===== config.mk =====
export PLATFORM = sky130hd
export DESIGN_NAME = ub_access_arbiter
export DESIGN_NICKNAME = d
export VERILOG_FILES = /design/src/rtl/tpu_ub_arb_pkg.sv /design/src/rtl/ub_access_arbiter_rr_pick.sv /design/src/rtl/ub_access_arbiter.sv
export SDC_FILE = /design/constraint.sdc
export NUM_CORES = 1
export LEC_CHECK = 0
export BUFFER_PORTS_ARGS = -buffer_cell sky130_fd_sc_hd__buf_2
export CAP_MARGIN = 25
export CORE_AREA = 3 3 610 612
export DETAILED_ROUTE_END_ITERATION = 8
export DIE_AREA = 0 0 613 615
export GPL_ROUTABILITY_DRIVEN = 0
export MAX_ROUTING_LAYER = met4
export PLACE_DENSITY = 0.3
export SLEW_MARGIN = 20
export SYNTH_ARGS = -nofsm -noshare
export SYNTH_HDL_FRONTEND = slang
export SYNTH_SLANG_ARGS = --single-unit

===== constraint.sdc =====
create_clock -name clk -period 12.7 [get_ports clk]
set_input_delay 1.905 -clock clk [delete_from_list [all_inputs] [get_ports clk]]
set_output_delay 1.905 -clock clk [all_outputs]
set_load 0.02 [all_outputs]

===== src/rtl/tpu_ub_arb_pkg.sv =====
// Shared types and defaults for the unified-buffer access arbiter.
package tpu_ub_arb_pkg;

    typedef enum logic {
        IDLE = 1'b0,
        LOCK = 1'b1
    } arb_state_e;

    localparam int REQ_UART = 0;
    localparam int REQ_DMA  = 1;
    localparam int REQ_CTRL = 2;

    localparam int N_REQ_DEF     = 3;
    localparam int ADDR_W_DEF    = 8;
    localparam int DATA_W_DEF    = 256;
    localparam int RD_LAT_DEF    = 1;
    localparam int MAX_BURST_DEF = 16;

    function automatic int wrap_inc(input int idx, input int n);
        return (idx >= n - 1) ? 0 : idx + 1;
    endfunction

endpackage


===== src/rtl/ub_access_arbiter_rr_pick.sv =====
// Combinational round-robin picker: first asserted request at or after ptr, wrapping.
module rr_pick #(
    parameter int N_REQ = 3,
    parameter int IDX_W = 2
) (
    input  logic [N_REQ-1:0] req,
    input  logic [IDX_W-1:0] ptr,
    output logic [N_REQ-1:0] gnt_oh,
    output logic [IDX_W-1:0] gnt_idx,
    output logic             any
);

    always_comb begin
        int j;
        gnt_oh  = '0;
        gnt_idx = '0;
        any     = 1'b0;
        for (int i = 0; i < N_REQ; i++) begin
            j = (int'(ptr) + i) % N_REQ;
            if (!any && req[j]) begin
                any        = 1'b1;
                gnt_oh[j]  = 1'b1;
                gnt_idx    = IDX_W'(j);
            end
        end
    end

endmodule


===== src/rtl/ub_access_arbiter.sv =====
// Round-robin, burst-locking arbiter in front of the single-port unified buffer,
// with tagged read-response routing back to the issuing requester.
//
// state | meaning
// IDLE  | no owner; pick next requester, no beats accepted (grant bubble)
// LOCK  | owner accepts beats until req_last or MAX_BURST beats
module ub_access_arbiter
    import tpu_ub_arb_pkg::*;
#(
    parameter int N_REQ     = N_REQ_DEF,
    parameter int ADDR_W    = ADDR_W_DEF,
    parameter int DATA_W    = DATA_W_DEF,
    parameter int RD_LAT    = RD_LAT_DEF,
    parameter int MAX_BURST = MAX_BURST_DEF
) (
    input  logic                      clk,
    input  logic                      rst,
    input  logic [N_REQ-1:0]          req_valid,
    output logic [N_REQ-1:0]          req_ready,
    input  logic [N_REQ-1:0]          req_we,
    input  logic [N_REQ-1:0]          req_last,
    input  logic [N_REQ*ADDR_W-1:0]   req_addr,
    input  logic [N_REQ*DATA_W-1:0]   req_wdata,
    output logic [N_REQ-1:0]          rsp_valid,
    output logic [DATA_W-1:0]         rsp_data,
    output logic                      ub_en,
    output logic                      ub_we,
    output logic [ADDR_W-1:0]         ub_addr,
    output logic [DATA_W-1:0]         ub_wdata,
    input  logic [DATA_W-1:0]         ub_rdata,
    output logic [$clog2(N_REQ)-1:0]  grant_id,
    output logic                      busy,
    output logic                      burst_err
);

    localparam int IDX_W = $clog2(N_REQ);
    localparam int CNT_W = $clog2(MAX_BURST + 1);

    arb_state_e         state_q, state_d;
    logic [IDX_W-1:0]   grant_q, grant_d, ptr_q, ptr_d;
    logic [N_REQ-1:0]   grant_oh_q, grant_oh_d;
    logic [CNT_W-1:0]   cnt_q, cnt_d, cnt_nx;
    logic               err_q, err_d;
    logic               ub_en_q, ub_en_d, ub_we_q, ub_we_d;
    logic [ADDR_W-1:0]  ub_addr_q, ub_addr_d;
    logic [DATA_W-1:0]  ub_wdata_q, ub_wdata_d;
    logic               iss_vld_q, iss_vld_d;
    logic [IDX_W-1:0]   iss_tag_q, iss_tag_d;
    logic [RD_LAT-1:0]  rd_vld_q, rd_vld_d;
    logic [IDX_W-1:0]   rd_tag_q [RD_LAT];
    logic [IDX_W-1:0]   rd_tag_d [RD_LAT];

    logic [N_REQ-1:0]   pick_oh;
    logic [IDX_W-1:0]   pick_idx;
    logic               pick_any;
    logic               sel_valid, sel_we, sel_last, accept;
    logic [ADDR_W-1:0]  sel_addr;
    logic [DATA_W-1:0]  sel_wdata;

    rr_pick #(.N_REQ(N_REQ), .IDX_W(IDX_W)) u_pick (
        .req     (req_valid),
        .ptr     (ptr_q),
        .gnt_oh  (pick_oh),
        .gnt_idx (pick_idx),
        .any     (pick_any)
    );

    always_comb begin
        sel_valid = 1'b0;
        sel_we    = 1'b0;
        sel_last  = 1'b0;
        sel_addr  = '0;
        sel_wdata = '0;
        for (int i = 0; i < N_REQ; i++) begin
            if (grant_q == IDX_W'(i)) begin
                sel_valid = req_valid[i];
                sel_we    = req_we[i];
                sel_last  = req_last[i];
                sel_addr  = req_addr[i*ADDR_W +: ADDR_W];
                sel_wdata = req_wdata[i*DATA_W +: DATA_W];
            end
        end
    end

    assign accept = (state_q == LOCK) && sel_valid;
    assign cnt_nx = cnt_q + 1'b1;

    always_comb begin
        state_d    = state_q;
        grant_d    = grant_q;
        grant_oh_d = grant_oh_q;
        ptr_d      = ptr_q;
        cnt_d      = cnt_q;
        err_d      = err_q;
        ub_en_d    = 1'b0;
        ub_we_d    = 1'b0;
        ub_addr_d  = '0;
        ub_wdata_d = '0;
        iss_vld_d  = 1'b0;
        iss_tag_d  = grant_q;
        case (state_q)
            IDLE: begin
                if (pick_any) begin
                    state_d    = LOCK;
                    grant_d    = pick_idx;
                    grant_oh_d = pick_oh;
                    cnt_d      = '0;
                end
            end
            LOCK: begin
                if (accept) begin
                    ub_en_d    = 1'b1;
                    ub_we_d    = sel_we;
                    ub_addr_d  = sel_addr;
                    ub_wdata_d = sel_we ? sel_wdata : '0;
                    iss_vld_d  = !sel_we;
                    cnt_d      = cnt_nx;
                    if (sel_last || cnt_nx == CNT_W'(MAX_BURST)) begin
                        state_d = IDLE;
                        cnt_d   = '0;
                        ptr_d   = IDX_W'(wrap_inc(int'(grant_q), N_REQ));
                        // a full-length burst that still carries no last beat overran its window
                        if (!sel_last) err_d = 1'b1;
                    end
                end
            end
            default: state_d = IDLE;
        endcase
    end

    always_comb begin
        rd_vld_d = '0;
        for (int k = 0; k < RD_LAT; k++) begin
            if (k == 0) begin
                rd_vld_d[k] = iss_vld_q;
                rd_tag_d[k] = iss_tag_q;
            end else begin
                rd_vld_d[k] = rd_vld_q[k-1];
                rd_tag_d[k] = rd_tag_q[k-1];
            end
        end
    end

    always_ff @(posedge clk or posedge rst) begin
        if (rst) begin
            state_q    <= IDLE;
            grant_q    <= '0;
            grant_oh_q <= '0;
            ptr_q      <= '0;
            cnt_q      <= '0;
            err_q      <= 1'b0;
            ub_en_q    <= 1'b0;
            ub_we_q    <= 1'b0;
            ub_addr_q  <= '0;
            ub_wdata_q <= '0;
            iss_vld_q  <= 1'b0;
            iss_tag_q  <= '0;
            rd_vld_q   <= '0;
            for (int k = 0; k < RD_LAT; k++) rd_tag_q[k] <= '0;
        end else begin
            state_q    <= state_d;
            grant_q    <= grant_d;
            grant_oh_q <= grant_oh_d;
            ptr_q      <= ptr_d;
            cnt_q      <= cnt_d;
            err_q      <= err_d;
            ub_en_q    <= ub_en_d;
            ub_we_q    <= ub_we_d;
            ub_addr_q  <= ub_addr_d;
            ub_wdata_q <= ub_wdata_d;
            iss_vld_q  <= iss_vld_d;
            iss_tag_q  <= iss_tag_d;
            rd_vld_q   <= rd_vld_d;
            for (int k = 0; k < RD_LAT; k++) rd_tag_q[k] <= rd_tag_d[k];
        end
    end

    always_comb begin
        rsp_valid = '0;
        for (int i = 0; i < N_REQ; i++) begin
            rsp_valid[i] = rd_vld_q[RD_LAT-1] && (rd_tag_q[RD_LAT-1] == IDX_W'(i));
        end
    end

    // gate the shared bus so it reads 0 whenever nothing is being returned
    assign rsp_data  = rd_vld_q[RD_LAT-1] ? ub_rdata : '0;
    assign req_ready = (state_q == LOCK) ? grant_oh_q : '0;
    assign ub_en     = ub_en_q;
    assign ub_we     = ub_we_q;
    assign ub_addr   = ub_addr_q;
    assign ub_wdata  = ub_wdata_q;
    assign grant_id  = grant_q;
    assign busy      = (state_q == LOCK) || iss_vld_q || (|rd_vld_q);
    assign burst_err = err_q;

endmodule


# == Yosys cells after proc, flatten, opt, wreduce, memory -nomap -nowiden ==
# Index checks and enable logic that the tools add are counted.
# Widths: inputs -> output; s select.
# word_totals
ff_bits,286
inputBits,1059
# op_classes
n_addsub,4
eq_ne,7
reduce_logical,21
bitwise,4
n_mux,61
order_cmp,7
n_div,3
# ops
op,n
$mux 256,7
$ge 32x1->1 const B,3
$lt 32x4->1 const B,3
$mod 32x3->32 const B,2
$mux 8,5
$mod 3x3->32 const B,1
$mux 1,30
$mux 5,3
$mux 3,4
$pmux 5 s2,1
$logic_and 1x1->1,9
$mux 2,4
$bmux 1 s2,3
$demux 1 s2,3
$or 3x3->3,2
$add 5x1->5 const B,1
$eq 5x5->1 const B,1
$eq 2x1->1 const B,2
$eq 2x2->1 const B,2
$logic_not 2->1,2
$reduce_and 2->1,2
$reduce_and 4->1,1
$add 2x1->3 const B,1
$add 2x2->3 const B,1
9 further kinds,14

# == Depth between registers and ports, before layout ==
# Gate-level depths: netlist of the first run.
# logic_depth
word_depth,13
ltp_mapped,10
depth_no_buf,7

# == Cells and area by module ==
# From an unflattened synthesis of the first run, not the netlist that was laid out.
# unflattened
hier_cells,1870
area_unflattened_um2,16135.5
# by_module_without_submodules
mod,area_per_inst_um2,seq_area_each_um2,cells_each,instances
ub_access_arbiter,15753.9,7156.9,1818,1
rr_pick,381.6,0.0,52,1

# == Least setup slack after synthesis of the first run ==
# Ideal clock, no wire load.
# synth_path
path_kind,input to output
startpoint,input port ub_rdata[0]
endpoint,output port rsp_data[0]
path_buffers,0
required_time_ps,10795
path_slack_ps,8674
stages,1
arrival_time_ps,2121
cell_sequence,and2_1
# synth_via
elab_chain_cells,1
# synth_rtl
element,line_no,source
"start, declared",ub_access_arbiter.sv:30,"input logic [DATA_W-1:0] ub_rdata,"
$mux 256,ub_access_arbiter.sv:186,assign rsp_data = rd_vld_q[RD_LAT-1] ? ub_rdata : '0;
"end, declared",ub_access_arbiter.sv:25,"output logic [DATA_W-1:0] rsp_data,"
# No other way between the ends.

# == Final worst setup path of the first run ==
# layout_path
startpoint,register rd_vld_q
endpoint,output port rsp_data[29]
# layout_via
elab_chain_cells,1
# layout_rtl
element,line_no,source
"start, declared",ub_access_arbiter.sv:49,"logic [RD_LAT-1:0] rd_vld_q, rd_vld_d;"
"start signal, assigned",ub_access_arbiter.sv:173,rd_vld_q <= rd_vld_d;
$mux 256,ub_access_arbiter.sv:186,
# No other way between the ends.

==> results of run 1 <==
==> worst paths after layout <==
kind | endpoint | start | cells past startpoint
worst max-delay path | rsp_data[29] | rd_vld_q | 4
worst min register to register | rd_tag_q[0] | iss_tag_q[0] | 0
worst max register to register | ub_wdata[49] | grant_id[1] | 8
worst min-delay path | rd_tag_q[0] | iss_tag_q[0] | 0
min in group asynchronous | ub_wdata[188] | rst | 2
max in group asynchronous | rd_vld_q | rst | 5
==> final cells by class <==
type | count | area, um2 | area share
tap | 4837 | 6050 | 0.188
antenna | 432 | 1080 | 0.0335
multi-input combinational | 1403 | 8170 | 0.253
clock buffer | 64 | 1290 | 0.0399
clock inverter | 17 | 263 | 0.00815
sequential | 286 | 7170 | 0.222
timing repair buffer | 1615 | 8190 | 0.254
inverter | 9 | 41.3 | 0.00128
==> metrics by stage <==
stage / total power, mW / cells
finish: 6.33 / 8663
global route: 6.72 / 8635
floorplan: 3.28 / 1848
global placement: 5.08 / 8148
CTS: 6.54 / 8230
detailed placement: 5.09 / 8149
==> synth_stat cells <==
library cell    n  area [um2]
mux2i_1       271        2710
o21bai_1        2        15.0
a211oi_1        1        7.51
o41ai_1         1        8.76
inv_2           1        3.75
o21a_1          1        7.51
nand3b_1        3        22.5
o32ai_1         2        17.5
a21oi_1       268        1340
and3b_1         1        8.76
o2bb2ai_1       1        8.76
buf_1           3        11.3
o31a_1          1        8.76
nand3_1         3        15.0
or3_1           1        6.26
buf_6          24         270
nand2b_1        3        18.8
nor2_1        542        2030
o21ai_1         2        10.0
o22ai_1         4        25.0
a21o_1          1        7.51
o2bb2ai_2       1        15.0
o311a_1         1        10.0
nand2_2         2        12.5
o21ai_0         4        20.0
buf_4           3        22.5
clkbuf_1       84         315
mux2_2          2        22.5
a31oi_1         1        6.26
nor2b_1         1        6.26
ha_1            5        62.6
o31ai_1         1        7.51
a2bb2oi_1       1        8.76
nor2b_2         1        8.76
nand2_1        13        48.8
a22oi_1         2        15.0
buf_2          36         180
nor3b_1         1        7.51
inv_1           8        30.0
dfrtp_1       286        7160
and2_1        259        1620
==> kinds of logic (layout without fill, tap and decap cells) <==
kind of cell    count (synthesis)  in the layout  share of synthesized area
other cells                     0            432                          0
compound gates                295            295                     0.0954
simple gates                  830            830                      0.236
fa+ha+maj                       5              5                    0.00388
buf+inv                       159           1705                     0.0516
mux                           273            273                      0.169
flops                         286            286                      0.443
==> registers in the layout (all words and copies together) (netlist names), 2 cells and up <==
register	count
rd_tag_q	2
grant_id	2
iss_tag_q	2
cnt_q	5
ub_addr	8
ub_wdata	256
ptr_q	2
grant_oh_q	3
==> cells in the final DEF, fill, tap and decap left out, types with 4 or more instances in the layout <==
| cell type | instances |
|---|---|
| buf_2 | 1590 |
| nor2_1 | 542 |
| diode_2 | 432 |
| dfrtp_1 | 283 |
| mux2i_1 | 271 |
| a21oi_1 | 268 |
| and2_1 | 259 |
| clkbuf_16 | 45 |
| buf_4 | 23 |
| nand2_1 | 13 |
| clkbuf_1 | 10 |
| clkbuf_8 | 9 |
| inv_1 | 7 |
| ha_1 | 5 |
| bufinv_16 | 5 |
| clkinv_2 | 5 |
| o22ai_1 | 4 |
| o21ai_0 | 4 |
==> routing by layer <==
layer / track usage / vias to the layer above / part of all wire
met3: 0.0633 / 217 / 0.12
met4: 0.0221 / 0 / 0.018
met5: - / - / 0
met1: 0.155 / 10700 / 0.42
li1: - / 9601 / -
met2: 0.202 / 1190 / 0.45
==> report_power, final <==
| group | internal, mW | switching [mW] |
|---|---|---|
| sequential | 1.09 | 0.170 |
| combinational | 1.08 | 2.62 |
| clock | 0.808 | 0.558 |
| total | 2.98 | 3.35 |
==> worst reg2reg max path: stages, from the launching register on <==
cell and delay [ns]:
dfrtp_4 0.72, buf_4 0.68, buf_4 0.83, buf_4 0.57, buf_4 0.71, mux2i_1 0.23, nor2_1 0.50, a21oi_1 0.14
nor2_1 0.13
==> impl_metrics.ini, run 1 <==
[final_layout]
drive_gt1_frac = 0.500
fin_nets = 4423
fill_cells = 43300
stdcell_area_um2 = 32200
syn_to_final_growth_pct = 99.8
final_core_util = 0.0876

[yosys]
ys_types = 41
netlist_instances = 1848
syn_nets = 2912
yosysWarnings = 0
ys_ff_latch = 286
synth.cell_area_um2 = 16100
postSynthAreaPerCell_um2 = 8.73
yosysSeqAreaShare = 0.443

[sta]
tightestPinTransition_ns = 1.06
fin_ws_ns = 7.26
setup_total_negative_slack_ns = 0
rsz0062_at_grt = no
layout_min_cycle_time_ns = 5.44
slew_viol_final = 0
max_clock_freq_mhz = 184
min_period_over_period = 0.429
finalSetupViolations = 0
fin_skew_ns = 0.0406
relSlewSlack = 0.293
timing.hold.ws_ns = 0.347
hold_viol = 0

[clock_network]
cts_max_level = 2
cts-root-buf = clkbuf_16
cts_tree = yes
cts_setup_buffers = 0
cts_made_buffers = 44
cts_resized = 0
clk-insertion-delay-late_ns = 0.67
hold_buffers = 0
clock_sinks = 286
cts_buffer_depth = 3
path_clk_slew_ns = 0.06

[setup_path]
worstSetupPathType = register to output port
path_buf_inv = 3
crit_top_cell = buf_4
cpLargestDelayFamily = buffers and inverters
critPathSlowestCell = dfrtp_4
cp_slowest_stage_delay_ns = 0.78
critPathCaptureType = output port
crit_arrival_ns = 3.54
cp-start-kind = register
cp_max_fo = 114
rrSetupSlack_ns = 8.10
path_cells = buf_4, buf_4, and2_1, buf_2
critPathRequiredTime_ns = 10.80

[pwr]
p_leak_nw = 15.6
p_per_area_nw_per_um2 = 196
peakVddDrop_uv = 112

[placement]
placed_cell_area_um2 = 29600
port_buffers = 1590
dp_hpwl_mm = 229
place_ws_ns = 7.70

[floorplan]
coreArea_um2 = 368000
dieArea_um2 = 377000
ioPinCount = 1591
die_h_um = 615
rows = 223
die-width_um = 613
start_util = 0.0439

[routing]
final_antenna_net_count = 0
via_per_inst = 2.51
dr.pass1.iters = 5
wire_per_inst_um = 29.0
drt_iter0_markers = 1355
vias = 21700
drc = 0
totalWireLength_mm = 251

[job]
maxCapViolations = 0

[global_route]
grt_max_degree = 115
grt_pass1_vias = 21900
gr-total-overflow = 0
grt_pass1_wl_mm = 298
grt_usage = 0.131
antenna_found_initial = 209

[hold_path]
hp-class = register to register

[run_status]
status = finished, final reports clean
(Power assumes the default switching activity.)
==> run 2: changes to the inputs <==
ABC_AREA = 1   (was unset)
CORE_AREA = 3 3 624 626   (was 3 3 610 612)
DIE_AREA = 0 0 627 629   (was 0 0 613 615)
clock period = 5.68 ns   (was 12.7 ns; I/O delays follow)
==> run 2 against run 1 <==
  * Sequential share of layout area grew 0.35 points
  * Wire length grew 11%
  * Count of clock-buffer cells in the layout shrank 7
  * Clock skew grew 0.013 ns
  * Final cell count grew 2.5%
  * Flip-flop and latch count is the same
  * Power grew 140%
  * Global-route usage grew 0.80 points
  * Register-to-register slack lost 5.4 ns
  * Sequential power grew 140%
==> impl_metrics.ini, run 2 <==
[clock_network]
clock_sinks = 286
cts-root-buf = clkbuf_16
hold_buffers = 0
clk-insertion-delay-late_ns = 0.70
cts_made_buffers = 45
cts_tree = yes
path_clk_slew_ns = 0.07
cts_buffer_depth = 3
cts_setup_buffers = 0
cts_resized = 0
cts_max_level = 2

[global_route]
antenna_found_initial = 312
grt_usage = 0.139
grt_pass1_wl_mm = 324
grt_max_degree = 140
grt_pass1_vias = 22000
gr-total-overflow = 0

[yosys]
yosys.area.top_type_share = 0.462
yosysSeqAreaShare = 0.462
synthTopCellsByArea = dfrtp_1, inv_1, nor2_1
syn_nets = 3126
yosysTopAreaCell = dfrtp_1
yosys-top-cells-count = inv_1, nor2_1, nand2_1, dfrtp_1, a221oi_1
synth_flop_cell = dfrtp_1
yosysWarnings = 0
async_reset_ff_frac = 1.00
ys_types = 28
synth_edf_count = 0
netlist_instances = 2062
ys_ff_latch = 286
postSynthAreaPerCell_um2 = 7.52
yosysMostFrequentCell = inv_1
synth.cell_area_um2 = 15500

[final_layout]
fin_nets = 4652
multi_input_area_um2 = 6000
largest_register_ffs = 256
stdcell_area_um2 = 31700
regArea_um2 = 7160
syn_to_final_growth_pct = 105
stdcell_count = 8881
fill_cells = 45500
drive_gt1_frac = 0.473
layout_commonest_cell = buf_2
layout_common_cells = buf_2, inv_1, nor2_1

[sta]
min_period_over_period = 0.608
layout_min_cycle_time_ns = 3.45
timing.hold.ws_ns = 0.299
max_clock_freq_mhz = 289
fin_ws_ns = 2.23
relSlewSlack = 0.196
rsz0062_at_grt = no
hold_viol = 0
setup_total_negative_slack_ns = 0
finalSetupViolations = 0
tightestPinTransition_ns = 1.21
fin_skew_ns = 0.0533
slew_viol_final = 0

[placement]
dp_hpwl_mm = 251
place_inst = 8601
port_buffers = 1590
place_ws_ns = 2.63
placed_cell_area_um2 = 29500

[routing]
via_per_inst = 2.51
wire_per_inst_um = 31.2
vias = 22300
dr.pass1.iters = 8
drc = 0
final_antenna_net_count = 0
route.met3.wl_mm = 41.9
totalWireLength_mm = 277
dr.max_layer_used = met4
drt_iter0_markers = 1482
wl_met2_mm = 134
m1WireLength_mm = 95.7

[pwr]
peakVddDrop_uv = 266
p_per_area_nw_per_um2 = 473
p_leak_nw = 17.5

[setup_path]
path_cells = buf_4, nand2_1, inv_1, buf_2
critPathSlowestCell = dfrtp_4
cpLargestDelayFamily = flip-flops
worstSetupPathType = register to output port
regToRegStartpoint = grant_id[0]
reg2reg_depth = 6
critPathRequiredTime_ns = 4.83
cp_max_fo = 50
r2r-end = ub_wdata[186]
cp_slowest_stage_delay_ns = 0.90
path_buf_inv = 3
cp-start-kind = register
critPathCaptureType = output port
rrSetupSlack_ns = 2.73
crit_arrival_ns = 2.60

[floorplan]
dieArea_um2 = 394000
start_util = 0.0403
rows = 228
coreArea_um2 = 385000
die_h_um = 629
ioPinCount = 1591
die-width_um = 627

[job]
maxCapViolations = 0

[run_status]
status = finished, final reports clean

[hold_path]
hp-class = input pin to async pin
==> run 2: changes by cell type after synthesis, sizes merged, moves of 102 or more <==
cell	change
a221oi	+167
nand2	+335
inv	+440
and2	-259
mux2i	-271
a21oi	-176
nor2	-102
==> run 2: logic make-up after synthesis <==
kind of cell    Yosys count  share of synthesized area
compound gates          364                      0.181
fa+ha+maj                 5                    0.00403
simple gates            812                      0.200
buf+inv                 595                      0.154
flops                   286                      0.462
==> run 2: worst max-delay path by stage <==
stage / start / depth (start not counted) / endpoint / slack [ns]
final: rd_vld_q / 4 / rsp_data[37] / 2.23
after global routing: rd_vld_q / 4 / rsp_data[136] / 1.96
after CTS: rd_vld_q / 4 / rsp_data[70] / 2.03
after detailed placement: grant_id[0] / 6 / ub_wdata[186] / 2.63
after global placement: grant_id[0] / 6 / ub_wdata[186] / 2.62
after floorplan: rst / 1 / burst_err / 1.04
==> run 2: worst reg2reg max path, stage by stage (launching register included) <==
cell	delay (ns)
dfrtp_1	0.53
nand2_4	0.46
buf_12	0.40
buf_4	0.62
nor2_1	0.21
a221oi_1	0.46
nor2_1	0.12
==> run 2: report_power, final <==
group / switching (mW) / internal [mW]
Combinational: 6.60 / 2.06
Clock: 1.30 / 2.02
Sequential: 0.390 / 2.65
Total: 8.29 / 6.73
==> run 2: area by class of cell <==
class                   count  area share
diodes                    199      0.0157
clock buffers              57      0.0391
clock inverters            24      0.0141
inverters                 449      0.0534
multi-input cells        1181       0.189
flip-flops and latches    286       0.226
well taps                5060       0.200
repair buffers           1625       0.263
==> run 2: metrics by stage <==
step | utilization | power (mW)
after floorplan | - | 6.89
final | 0.0824 | 15.0
after detailed placement | 0.0767 | 12.2
after global routing | 0.0823 | 16.0
after CTS | 0.0811 | 15.7
after global placement | 0.0767 | 12.3
==> run 2: layer usage <==
metal,vias to the layer above,track usage
met4,0,0.0265
met3,243,0.0882
met2,1357,0.231
li1,9815,-
met5,-,-
met1,10900,0.136
